## config.mk

```make
export PLATFORM = sky130hd
export DESIGN_NAME = redmule_tile_evt_ctrl
export DESIGN_NICKNAME = d
export VERILOG_FILES = /design/src/rtl/redmule_tile_evt_ctrl.sv
export SDC_FILE = /design/constraint.sdc
export NUM_CORES = 1
export LEC_CHECK = 0
export BUFFER_PORTS_ARGS = -buffer_cell sky130_fd_sc_hd__buf_2
export CELL_PAD_IN_SITES_DETAIL_PLACEMENT = 1
export CELL_PAD_IN_SITES_GLOBAL_PLACEMENT = 1
export CORE_MARGIN = 2
export CORE_UTILIZATION = 25
export CTS_CLUSTER_DIAMETER = 120
export CTS_CLUSTER_SIZE = 16
export DETAILED_ROUTE_END_ITERATION = 7
export GPL_TIMING_DRIVEN = 0
export PLACE_DENSITY = 0.7
export SLEW_MARGIN = 10
export SYNTH_ARGS = -nofsm -noshare
export SYNTH_HDL_FRONTEND = slang
export SYNTH_SLANG_ARGS = --single-unit
```

## constraint.sdc

```tcl
create_clock -name clk_i -period 2.3 [get_ports clk_i]
set_clock_uncertainty 0.1 [all_clocks]
set_input_delay 0.345 -clock clk_i [delete_from_list [all_inputs] [get_ports clk_i]]
set_output_delay 0.345 -clock clk_i [all_outputs]
set_load 0.005 [all_outputs]
```

## src/rtl/redmule_tile_evt_ctrl.sv

```systemverilog
// Tile event/wake-up consumer: latches event pulses, drives irq vector and wake-from-event pulse.
// Optional per-line event counters are enabled by defining REDMULE_EVT_CNT_EN.
module redmule_tile_evt_ctrl #(
  parameter int unsigned N_CORE       = 1,
  parameter int unsigned N_IRQ        = 32,
  parameter int unsigned EVT_IRQ_BASE = 16,
  parameter int unsigned WAKE_TIMEOUT = 64
) (
  input  logic                       clk_i,
  input  logic                       rst_i,
  input  logic [2*N_CORE-1:0]        evt_i,
  input  logic                       core_sleep_i,
  input  logic                       busy_i,
  input  logic [2*N_CORE-1:0]        mask_i,
  input  logic [2*N_CORE-1:0]        clr_i,
  output logic [N_IRQ-1:0]           irq_o,
  output logic                       wu_wfe_o,
  output logic [2*N_CORE-1:0]        pending_o,
`ifdef REDMULE_EVT_CNT_EN
  output logic [2*N_CORE-1:0][15:0]  evt_cnt_o,
`endif
  output logic                       busy_fall_o
);

  localparam int unsigned NumLines = 2 * N_CORE;
  localparam int unsigned TmoW     = (WAKE_TIMEOUT > 1) ? $clog2(WAKE_TIMEOUT) : 1;
  localparam logic [TmoW-1:0] TmoLast = TmoW'(WAKE_TIMEOUT - 1);

  if (EVT_IRQ_BASE + NumLines > N_IRQ) begin : g_bad_irq_map
    $error("event lines do not fit in irq vector");
  end
  if (WAKE_TIMEOUT < 2) begin : g_bad_timeout
    $error("WAKE_TIMEOUT must be at least 2");
  end

  typedef enum logic [1:0] {StIdle, StArmed, StWake, StWaitAck} state_e;

  state_e                state_q, state_d;
  logic [TmoW-1:0]       tmo_q, tmo_d;
  logic [NumLines-1:0]   pending_q, pending_d;
  logic                  wu_q, wu_d;
  logic                  busy_q;
  logic                  wake_req;

  // Set wins over clear on the same line.
  assign pending_d = (pending_q & ~clr_i) | evt_i;
  assign wake_req  = |(pending_q & mask_i);

  always_comb begin
    state_d = state_q;
    tmo_d   = tmo_q;
    case (state_q)
      StIdle: begin
        if (core_sleep_i) state_d = StArmed;
      end
      StArmed: begin
        if (!core_sleep_i) state_d = StIdle;
        else if (wake_req) state_d = StWake;
      end
      StWake: begin
        tmo_d   = '0;
        state_d = StWaitAck;
      end
      StWaitAck: begin
        if (!core_sleep_i) begin
          state_d = StIdle;
        end else if (tmo_q == TmoLast) begin
          state_d = wake_req ? StWake : StArmed;
        end else begin
          tmo_d = tmo_q + 1'b1;
        end
      end
      default: state_d = StIdle;
    endcase
  end

  assign wu_d = (state_d == StWake);

  always_ff @(posedge clk_i or posedge rst_i) begin
    if (rst_i) begin
      state_q   <= StIdle;
      tmo_q     <= '0;
      pending_q <= '0;
      wu_q      <= 1'b0;
      busy_q    <= 1'b0;
    end else begin
      state_q   <= state_d;
      tmo_q     <= tmo_d;
      pending_q <= pending_d;
      wu_q      <= wu_d;
      busy_q    <= busy_i;
    end
  end

  always_comb begin
    irq_o = '0;
    irq_o[EVT_IRQ_BASE +: NumLines] = pending_q & mask_i;
  end

  assign wu_wfe_o    = wu_q;
  assign pending_o   = pending_q;
  assign busy_fall_o = busy_q & ~busy_i;

`ifdef REDMULE_EVT_CNT_EN
  logic [NumLines-1:0][15:0] evt_cnt_q, evt_cnt_d;

  // Counters saturate; a clear coinciding with an event restarts at 1.
  always_comb begin
    evt_cnt_d = evt_cnt_q;
    for (int j = 0; j < NumLines; j++) begin
      if (clr_i[j]) begin
        evt_cnt_d[j] = evt_i[j] ? 16'd1 : 16'd0;
      end else if (evt_i[j] && (evt_cnt_q[j] != 16'hFFFF)) begin
        evt_cnt_d[j] = evt_cnt_q[j] + 16'd1;
      end
    end
  end

  always_ff @(posedge clk_i or posedge rst_i) begin
    if (rst_i) evt_cnt_q <= '0;
    else       evt_cnt_q <= evt_cnt_d;
  end

  assign evt_cnt_o = evt_cnt_q;
`endif

endmodule

```

# == Word level (Yosys, flattened, before mapping) ==
# Index checks and enable logic that the tools add are counted.
# classes
n_eq_ne,7
n_bitwise,6
n_mux,10
n_reduce_logical,4
addsub,1
# ops
cell,count
$mux W2,6
$mux W6,2
$pmux W6 S2,1
$pmux W2 S4,1
$add A6 B1 Y6 const B,1
$eq A2 B2 Y1 const B,3
$eq A6 B6 Y1 const B,1
$and A2 B2 Y2,2
$ne A2 B2 Y1 const B,2
$reduce_and A3 Y1,1
$eq A2 B1 Y1 const B,1
$logic_not A2 Y1,1
$not A2 Y2,1
$or A2 B2 Y2,1
$reduce_bool A2 Y1,1
$reduce_or A2 Y1,1
$and A1 B1 Y1,1
$not A1 Y1,1
# word_totals
regBits,12
word_cells,33
inputBits,10
out_inout_bits,36

# == Longest topological paths before layout ==
# Gate-level depths: netlist of the first run.
# logic_depth
depth_word,7
ltp_mapped,5

# == Worst setup path before layout of the first run ==
# OpenSTA, ideal clock, no wires.
# synth_timing
path_kind,register to register
start,register tmo_q[0]
end,register state_q[0]
stages_incl_launch_ff,6
required_time_ns,2.081
n_path_buf,1
period_less_slack_ns,1.428
setup_ns,0.119
t_arrival_ns,1.209
setup_slack_ns,0.872
cell_sequence,dfrtp_1 -> ha_1 -> clkbuf_2 -> nand3_1 -> o221ai_1 -> a21bo_2
# synth_between
elab_chain_len,4
# synth_lines
element,line,source
start: declaration,39,"logic [TmoW-1:0] tmo_q, tmo_d;"
start signal: assignment,88,tmo_q <= tmo_d;
$eq A6 B6 Y1,67,end else if (tmo_q == TmoLast) begin
$mux W2,67,
$mux W2,65,if (!core_sleep_i) begin
$pmux W2 S4,52,case (state_q)
via state_d[0],38,"state_e state_q, state_d;"
end signal: assignment,81,state_q <= StIdle;
end signal: assignment,87,state_q <= state_d;
end: declaration,38,
# The timed path passes the listed nets, and every way through them passes these cells.
# A chain may end at the register's enable or synchronous reset.

# == Worst setup path after layout of the first run ==
# Same ends and word-level chain as after synthesis.

==> flow_metrics.tcl, run 1 <==
set metrics [dict create \
    status "complete, no violations" \
    ys_ff_latch 12 \
    cpMaxStageDelayCell "dfrtp_1" \
    power_w 0.000720 \
    synth.distinct_cells 31 \
    place.gp.congestion 0.718 \
    intPower_w 0.000469 \
    finalSetupViolCount 0 \
    whs_ns 0.0949 \
    drt-total-wl_um 1910 \
    cp_cell_sequence "ha_1 -> clkbuf_2 -> nand3_1 -> o221ai_1 -> a21bo_2" \
    core_area_mm2 0.00334 \
    antenna_cells 0 \
    arrival_ns 1.69 \
    combPwrFrac_pct 36.1 \
    cts-root-buf "clkbuf_4" \
    drc 0 \
    path_max_fanout 8 \
    async_flop_share_pct 100 \
    cts_tree "built" \
    vias 730 \
    start_util_pct 26.0 \
    post-cts-setup-buffers 0 \
    place_hpwl_um 1500 \
    grt_antenna_before_repair 0 \
    hold_buffers 1 \
    synthAdderAreaFrac_pct 1.44 \
    hold-path-cell-count 1 \
    grt_pass1_wl_um 3280 \
    start_kind "flop" \
    postCtsResizedCells 0 \
    firstDrtPassIters 4 \
    p_sw_w 0.000251 \
    syn_area_per_cell_um2 8.95 \
    cts_sinks 12 \
    power_frac_seq_pct 40.4 \
    slowest_delay_ns 0.42 \
    clk_pin_slew_ns 0.08 \
    hold_viol 0 \
    wl_per_cell_um 10.0 \
    min_path_type "in -> reg" \
    muxShareOfSynthArea_pct 1.15 \
    syn_area_um2 868 \
    critical_path_required_ns 2.37 \
    rr_startpoint "tmo_q[0]" \
    holdCritStartpoint "busy_i" \
    ff2ff_path_depth 5 \
    synth_edf_count 0 \
    insertion_delay_ns 0.27 \
    synth_warnings 0 \
    grt_max_degree 13 \
    slew_viol_final 0 \
    p_leak_nw 0.641 \
    power.share.switching_pct 34.8 \
    synthSimpleGateAreaFrac_pct 12.7 \
    vias_per_cell 3.82 \
    reg2reg_slack_ns 0.68 \
    p_per_area_mw_per_mm2 625 \
    setup_ws_ns 0.679 \
    min_to "busy_q" \
    synth_ff_type "dfrtp_1" \
    die_h_um 62.9 \
    max_clock_freq_mhz 617 \
    synth_compound_area_share_pct 18.0 \
    cts_buffers 3 \
    final_nets 157 \
    min_period_ns 1.62 \
    fin_crit_sh_pct 70.5 \
    grt_util_all_layers_pct 10.3 \
    ant_nets 0 \
    grt_pass1_vias 761 \
    clock_path_buffers 2 \
    dieArea_mm2 0.00396 \
    crit_type "reg -> reg" \
    tns_ns 0 \
    seq_area_frac_synth_pct 34.6 \
    drtIter0Drc 2 \
    die_x_um 62.9 \
    ir_drop_mv 0.360 \
    num_rows 21 \
    ctsHtreeMaxLevel 1 \
    synth_xor_area_share_pct 0 \
    clkPwrFrac_pct 23.5 \
    synth_top_family_by_area "buffers and inverters" \
    grt_setup_unrepaired "false" \
    io_pins 46 \
    r2r-end "state_q[0]" \
    max_cap_violations 0 \
    place_worst_setup_slack_ns 0.696 \
    drive_above_1_share_pct 37.9 \
    utilization_pct 34.5 \
    port_buffers 14 \
    syn_to_final_growth_pct 32.6 \
    synth_cells 97 \
    worstSetupEndpointType "flop" \
    grt.overflow.total 0 \
]
[synth_stat cells, types with 2 or more instances]
cell	count	area share, %
a21o_1	2	1.7
a21oi_1	3	1.7
a22o_1	2	2.0
and2_1	3	2.2
and3_1	2	1.4
buf_2	3	1.7
buf_4	30	26
dfrtp_1	12	35
inv_1	8	3.5
nand2_1	5	2.2
nand3_1	5	2.9
o21ai_0	2	1.2
o221ai_1	2	2.0
[sequential cells by signal (all words and copies together) (netlist names)]
signal     flops
state_q        2
wu_wfe_o       1
pending_o      2
tmo_q          6
busy_q         1
[critical path: cells and delay by family, from the launching register on]
kind                     cells  cell delay (ns)
AO/OA/AOI/OAI                2             0.53
adder cells (fa/ha/maj)      1             0.16
buffers and inverters        1             0.20
flip-flops                   1             0.42
AND/OR/NAND/NOR              1             0.10
[per-stage QoR]
stage / instances / instance area [µm²]
floorplan: 126 / 977
global route: 191 / 1150
CTS: 191 / 1150
detailed placement: 186 / 1100
global placement: 186 / 1100
finish: 191 / 1150
[how the worst max path moves through the flow]
stage / to / cells after the start / start
final: state_q[0] / 5 / tmo_q[0]
after global routing: state_q[0] / 5 / tmo_q[0]
after CTS: state_q[0] / 5 / tmo_q[0]
after detailed placement: state_q[0] / 5 / tmo_q[0]
after global placement: state_q[0] / 5 / tmo_q[0]
after floorplan: state_q[0] / 5 / tmo_q[0]
[routing by layer]
| layer | wire (µm) | global-route usage [%] | up-vias | share of wire (%) |
|---|---|---|---|---|
| met2 | 1020 | 18.8 | 29 | 53 |
| met5 | 0 | 0 | - | 0 |
| met1 | 746 | 11.0 | 334 | 39 |
| li1 | - | - | 365 | - |
| met4 | 19 | 3.89 | 0 | 0.99 |
| met3 | 125 | 3.24 | 2 | 6.5 |
[cell type report]
cell class,count,area (µm²)
Buffer,34,245
Clock buffer,4,36.3
Fill cell,432,2190
Inverter,8,30.0
Multi-Input combinational cell,72,402
Sequential cell,12,300
Tap cell,46,57.6
Timing Repair Buffer,15,80.1
[power groups by stage]
stage / combinational (W) / clock (W) / sequential (W)
3_3_place_gp: 0.000243 / 0 / 0.000293
3_5_place_dp: 0.000256 / 0 / 0.000295
5_1_grt: 0.000293 / 0.000190 / 0.000297
6_report: 0.000260 / 0.000169 / 0.000290
4_1_cts: 0.000259 / 0.000181 / 0.000291
2_1_floorplan: 0.000200 / 0 / 0.000285
[cells by family (layout without fill, tap and decap cells)]
kind of cell               Yosys count  count (layout)
other                                1              30
AOI/OAI and AO/OA                   20              20
muxes                                1               1
and+or+nand+nor                     20              20
buffers and inverters               42              61
adders and majority gates            1               1
DFF                                 12              12
[placed cells by master (no fill, tap or decap), types with 2 or more instances in the layout]
cell / synthesis / final
a21o_1: 2 / 2
a21oi_1: 3 / 3
a22o_1: 2 / 2
and2_1: 3 / 3
and3_1: 2 / 2
buf_2: 3 / 17
buf_4: 30 / 30
clkbuf_4: 0 / 3
conb_1: 1 / 30
dfrtp_1: 12 / 12
inv_1: 8 / 8
nand2_1: 5 / 5
nand3_1: 5 / 5
o21ai_0: 2 / 2
o221ai_1: 2 / 2
(Power assumes the default switching activity.)
==> run 2: changes to the inputs <==
==> constraint.sdc (replaced) <==
create_clock -name clk_i -period 1.5 [get_ports clk_i]
set_clock_uncertainty 0.1 [all_clocks]
set_input_delay 0.225 -clock clk_i [delete_from_list [all_inputs] [get_ports clk_i]]
set_output_delay 0.225 -clock clk_i [all_outputs]
set_load 0.005 [all_outputs]
==> flow_metrics.tcl, run 2 (synthesis results as in run 1) <==
set metrics [dict create \
    ctsHtreeMaxLevel 1 \
    finalSetupViolCount 0 \
    syn_to_final_growth_pct 37.8 \
    grt.overflow.total 0 \
    p_per_area_mw_per_mm2 980 \
    cp_cell_sequence "ha_2 -> buf_6 -> nand3_2 -> o221ai_2 -> a21bo_2" \
    power_w 0.00117 \
    register_area_um2 300 \
    grt_util_all_layers_pct 10.3 \
    antenna_cells 0 \
    mostFrequentLayoutCell "buf_4" \
    cts_sinks 12 \
    critical_path_required_ns 1.57 \
    die_h_um 62.9 \
    layout_common_cells "32 x buf_4, 30 x conb_1, 17 x buf_2, 12 x dfrtp_1, 8 x inv_1" \
    grt_setup_unrepaired "false" \
    grt_pass1_vias 762 \
    crit_type "reg -> reg" \
    holdCritStartpoint "evt_i[0]" \
    reg2reg_slack_ns 0.07 \
    io_pins 46 \
    max_cap_violations 0 \
    arrival_ns 1.49 \
    path_max_fanout 8 \
    slowest_delay_ns 0.37 \
    clk_pin_slew_ns 0.08 \
    worstSetupEndpointType "flop" \
    dieArea_mm2 0.00396 \
    status "complete, no violations" \
    cts_buffers 3 \
    drtIter0Drc 3 \
    cpMaxStageDelayCell "dfrtp_1" \
    firstDrtPassIters 3 \
    fin_cells 194 \
    die_x_um 62.9 \
    multi_input_area_um2 415 \
    clock_path_buffers 2 \
    min_period_ns 1.43 \
    whs_ns 0.0230 \
    hold_viol 0 \
    num_rows 21 \
    p_leak_nw 0.655 \
    min_path_type "in -> reg" \
    crit_start "tmo_q[1]" \
    place_inst 186 \
    ant_nets 0 \
    max_clock_freq_mhz 701 \
    utilization_pct 35.8 \
    nFillCells 430 \
    grt_antenna_before_repair 0 \
    grt_max_degree 13 \
    slew_viol_final 0 \
    vias_per_cell 3.90 \
    cp_top_family "compound AO/OA/AOI/OAI gates" \
    final_nets 160 \
    drive_above_1_share_pct 40.5 \
    port_buffers 14 \
    crit_buf_inv 1 \
    rr_startpoint "tmo_q[1]" \
    start_kind "flop" \
    grt_pass1_wl_um 3300 \
    largest_reg_flops 6 \
    place.gp.congestion 0.718 \
    insertion_delay_ns 0.27 \
    fin_crit_sh_pct 95.0 \
    start_util_pct 26.0 \
    cts_tree "built" \
    ir_drop_mv 0.569 \
    wl_per_cell_um 10.1 \
    core_area_mm2 0.00334 \
    cts-root-buf "clkbuf_4" \
    regMostFlops "tmo_q" \
    place_hpwl_um 1500 \
    tns_ns 0 \
    vias 756 \
    drt-total-wl_um 1960 \
    drc 0 \
]
[run 2: cell types whose count changed in the layout (fill, tap and decap cells not counted)]
cell,previous run,this run
buf_4,30,32
buf_6,0,1
clkbuf_2,1,0
dlygate4sd3_1,1,2
ha_1,1,0
ha_2,0,1
nand3_1,5,4
nand3_2,0,1
o221ai_1,2,1
o221ai_2,0,1
[run 2: metrics by stage]
step	worst slack, ns	instance area, µm²
floorplan	0.0720	977
global placement	-0.0791	1100
detailed placement	-0.104	1100
CTS	0.00836	1180
global route	0.0161	1200
finish	0.0743	1200
[run 2: what timing repair did]
action / CTS / global route
pin swaps: 0 / 2
gates resized for setup: 2 / 4
setup endpoints to repair: 3 / 4
hold buffers: 2 / 0
endpoints found under the hold margin: 13 / 0
buffers inserted: 1 / 1
[run 2: worst paths after layout]
path	to	cells past startpoint
setup / recovery	state_q[0]	5
hold / removal	pending_o[0]	2
setup reg to reg	state_q[0]	5
hold reg to reg	pending_o[0]	1
max in group asynchronous	tmo_q[1]	3
min in group asynchronous	busy_q	3
[run 2: worst register-to-register path, stage by stage (launching register included)]
cell	delay (ns)
dfrtp_1	0.37
ha_2	0.18
buf_6	0.13
nand3_2	0.08
o221ai_2	0.21
a21bo_2	0.25
[run 2: power breakdown]
group | switching [W] | total (W) | internal, W
clock | 0.000112 | 0.000260 | 0.000147
combinational | 0.000245 | 0.000476 | 0.000231
sequential | 0.0000500 | 0.000436 | 0.000386
[run 2: layout make-up]
cell class,count,area share (%)
multi-input cells,72,34.7
flip-flops and latches,12,25.1
plain buffers,34,21.0
repair buffers,18,8.79
well taps,46,4.81
clock buffers,4,3.03
inverters,8,2.51
[run 2: per-layer routing]
| metal | track usage, % | up-vias | share of wire (%) |
|---|---|---|---|
| met5 | 0 | - | 0 |
| met4 | 3.89 | 0 | 0.97 |
| met3 | 3.24 | 2 | 6.2 |
| met2 | 18.5 | 29 | 54 |
| met1 | 11.3 | 353 | 39 |
| li1 | - | 372 | - |
==> run 3: changes to the inputs <==
--- a/config.mk
+++ b/config.mk
@@ -14,7 +14,7 @@
 export CTS_CLUSTER_SIZE = 16
 export DETAILED_ROUTE_END_ITERATION = 7
 export GPL_TIMING_DRIVEN = 0
-export PLACE_DENSITY = 0.7
+export PLACE_DENSITY_LB_ADDON = 0.1
 export SLEW_MARGIN = 10
 export SYNTH_ARGS = -nofsm -noshare
 export SYNTH_HDL_FRONTEND = slang
==> flow_metrics.tcl, run 3 (synthesis results as in run 1) <==
set metrics [dict create \
    path_max_fanout 7 \
    p_leak_nw 0.673 \
    mostFrequentLayoutCell "buf_4" \
    antenna_cells 0 \
    largest_reg_flops 6 \
    hold_viol 0 \
    grt_pass1_vias 772 \
    drc 0 \
    finalSetupViolCount 0 \
    met2_usage_pct 18.1 \
    setup_ws_ns 0.0639 \
    place_worst_setup_slack_ns -0.125 \
    cts-root-buf "clkbuf_4" \
    slowest_delay_ns 0.40 \
    register_area_um2 300 \
    cts_buffers 3 \
    cpMaxStageDelayCell "dfrtp_1" \
    syn_to_final_growth_pct 40.9 \
    io_pins 46 \
    clock_path_buffers 2 \
    nFillCells 425 \
    regMostFlops "tmo_q" \
    ff2ff_path_depth 5 \
    ctsHtreeMaxLevel 1 \
    drive_above_1_share_pct 40.4 \
    place_hpwl_um 1490 \
    port_buffers 14 \
    min_to "pending_o[1]" \
    cp_cell_sequence "ha_1 -> buf_6 -> buf_4 -> a2111oi_4 -> a211oi_1" \
    cts_sinks 12 \
    max_clock_freq_mhz 696 \
    insertion_delay_ns 0.28 \
    clk_pin_slew_ns 0.08 \
    die_x_um 62.9 \
    drtIter0Drc 5 \
    status "complete, no violations" \
    multi_input_area_um2 420 \
    r2r-end "tmo_q[3]" \
    min_path_type "in -> reg" \
    layout_common_cells "35 x buf_4, 30 x conb_1, 17 x buf_2, 12 x dfrtp_1, 8 x inv_1" \
    holdCritStartpoint "evt_i[1]" \
    min_period_ns 1.44 \
    max_cap_violations 0 \
    tns_ns 0 \
    met3_usage_pct 1.80 \
    crit_type "reg -> reg" \
    critical_path_required_ns 1.56 \
    vias 779 \
    num_rows 21 \
    cts_tree "built" \
    worstSetupEndpointType "flop" \
    use_met1_pct 12.0 \
    grt-busiest-layer "met2" \
    grt.overflow.total 0 \
    die_h_um 62.9 \
    start_util_pct 26.0 \
    fin_crit_sh_pct 95.7 \
    reg2reg_slack_ns 0.06 \
    grt_setup_unrepaired "true" \
    grt_antenna_before_repair 0 \
    ant_nets 0 \
    wl_per_cell_um 9.97 \
    ir_drop_mv 0.487 \
    start_kind "flop" \
    firstDrtPassIters 4 \
    dieArea_mm2 0.00396 \
    grt_pass1_wl_um 3350 \
    grt_util_all_layers_pct 10.4 \
    place.gp.congestion 0.763 \
    hold-path-cell-count 2 \
    vias_per_cell 3.95 \
    core_area_mm2 0.00334 \
    grt_max_degree 13 \
    final_nets 163 \
    p_per_area_mw_per_mm2 984 \
    slew_viol_final 0 \
    rr_startpoint "tmo_q[0]" \
    arrival_ns 1.50 \
    drt-total-wl_um 1960 \
]
## run 3: cell types whose count changed in the layout (fill, tap and decap cells not counted)
cell,before,now
buf_4,32,35
a2111oi_2,1,0
a2111oi_4,0,1
ha_1,0,1
ha_2,1,0
nand3_1,4,5
nand3_2,1,0
## run 3: worst max-delay path by stage
stage,startpoint,endpoint,cells past startpoint
after floorplan,tmo_q[0],state_q[0],5
after global placement,tmo_q[0],state_q[0],5
after detailed placement,tmo_q[0],state_q[0],5
after CTS,tmo_q[0],state_q[0],5
after global routing,tmo_q[1],state_q[0],5
final,tmo_q[0],tmo_q[3],5
## run 3: timing repair
action | in CTS | in global routing
gates resized for setup | 2 | 3
setup buffers | 2 | 3
endpoints found under the hold margin | 13 | 0
setup endpoints to repair | 3 | 1
hold buffers | 2 | 0
cloned | 0 | 0
pin swaps | 0 | 1
## run 3: metal layers
layer	vias to the layer above	share of wire, %
met2	25	50
met3	5	5.2
met5	-	0
li1	381	-
met1	368	43
met4	0	1.8
## run 3: power by group
group / leakage [nW] / internal [W] / switching (W) / total (W)
combinational: 0.500 / 0.000252 / 0.000256 / 0.000508
sequential: 0.152 / 0.000386 / 0.0000457 / 0.000432
clock: 0.0210 / 0.000148 / 0.000116 / 0.000263
total: 0.673 / 0.000786 / 0.000418 / 0.00120
## run 3: through the flow
stage	util (%)	total power (W)	instance area [µm²]	hold WS, ns	std cells
finish	36.7	0.00120	1220	0.0168	197
global route	36.7	0.00130	1220	0.0155	197
floorplan	-	0.000744	977	-0.0103	126
CTS	35.5	0.00116	1180	0.0162	194
detailed placement	33.1	0.000848	1100	0.178	186
global placement	33.1	0.000837	1100	0.177	186
## run 3: worst max-delay path, delay by kind of cell, from the launching register on
family,cells,cell delay [ns]
buffers and inverters,2,0.26
flip-flops,1,0.40
AO/OA/AOI/OAI,2,0.35
adder cells (fa/ha/maj),1,0.21
## run 3: cell type report
type                            instances  share of cell area [%]
Buffer                                 34                    20.6
Clock buffer                            4                    2.97
Inverter                                8                    2.45
Multi-Input combinational cell         72                    34.4
Sequential cell                        12                    24.5
Tap cell                               46                    4.70
Timing Repair Buffer                   21                    10.4
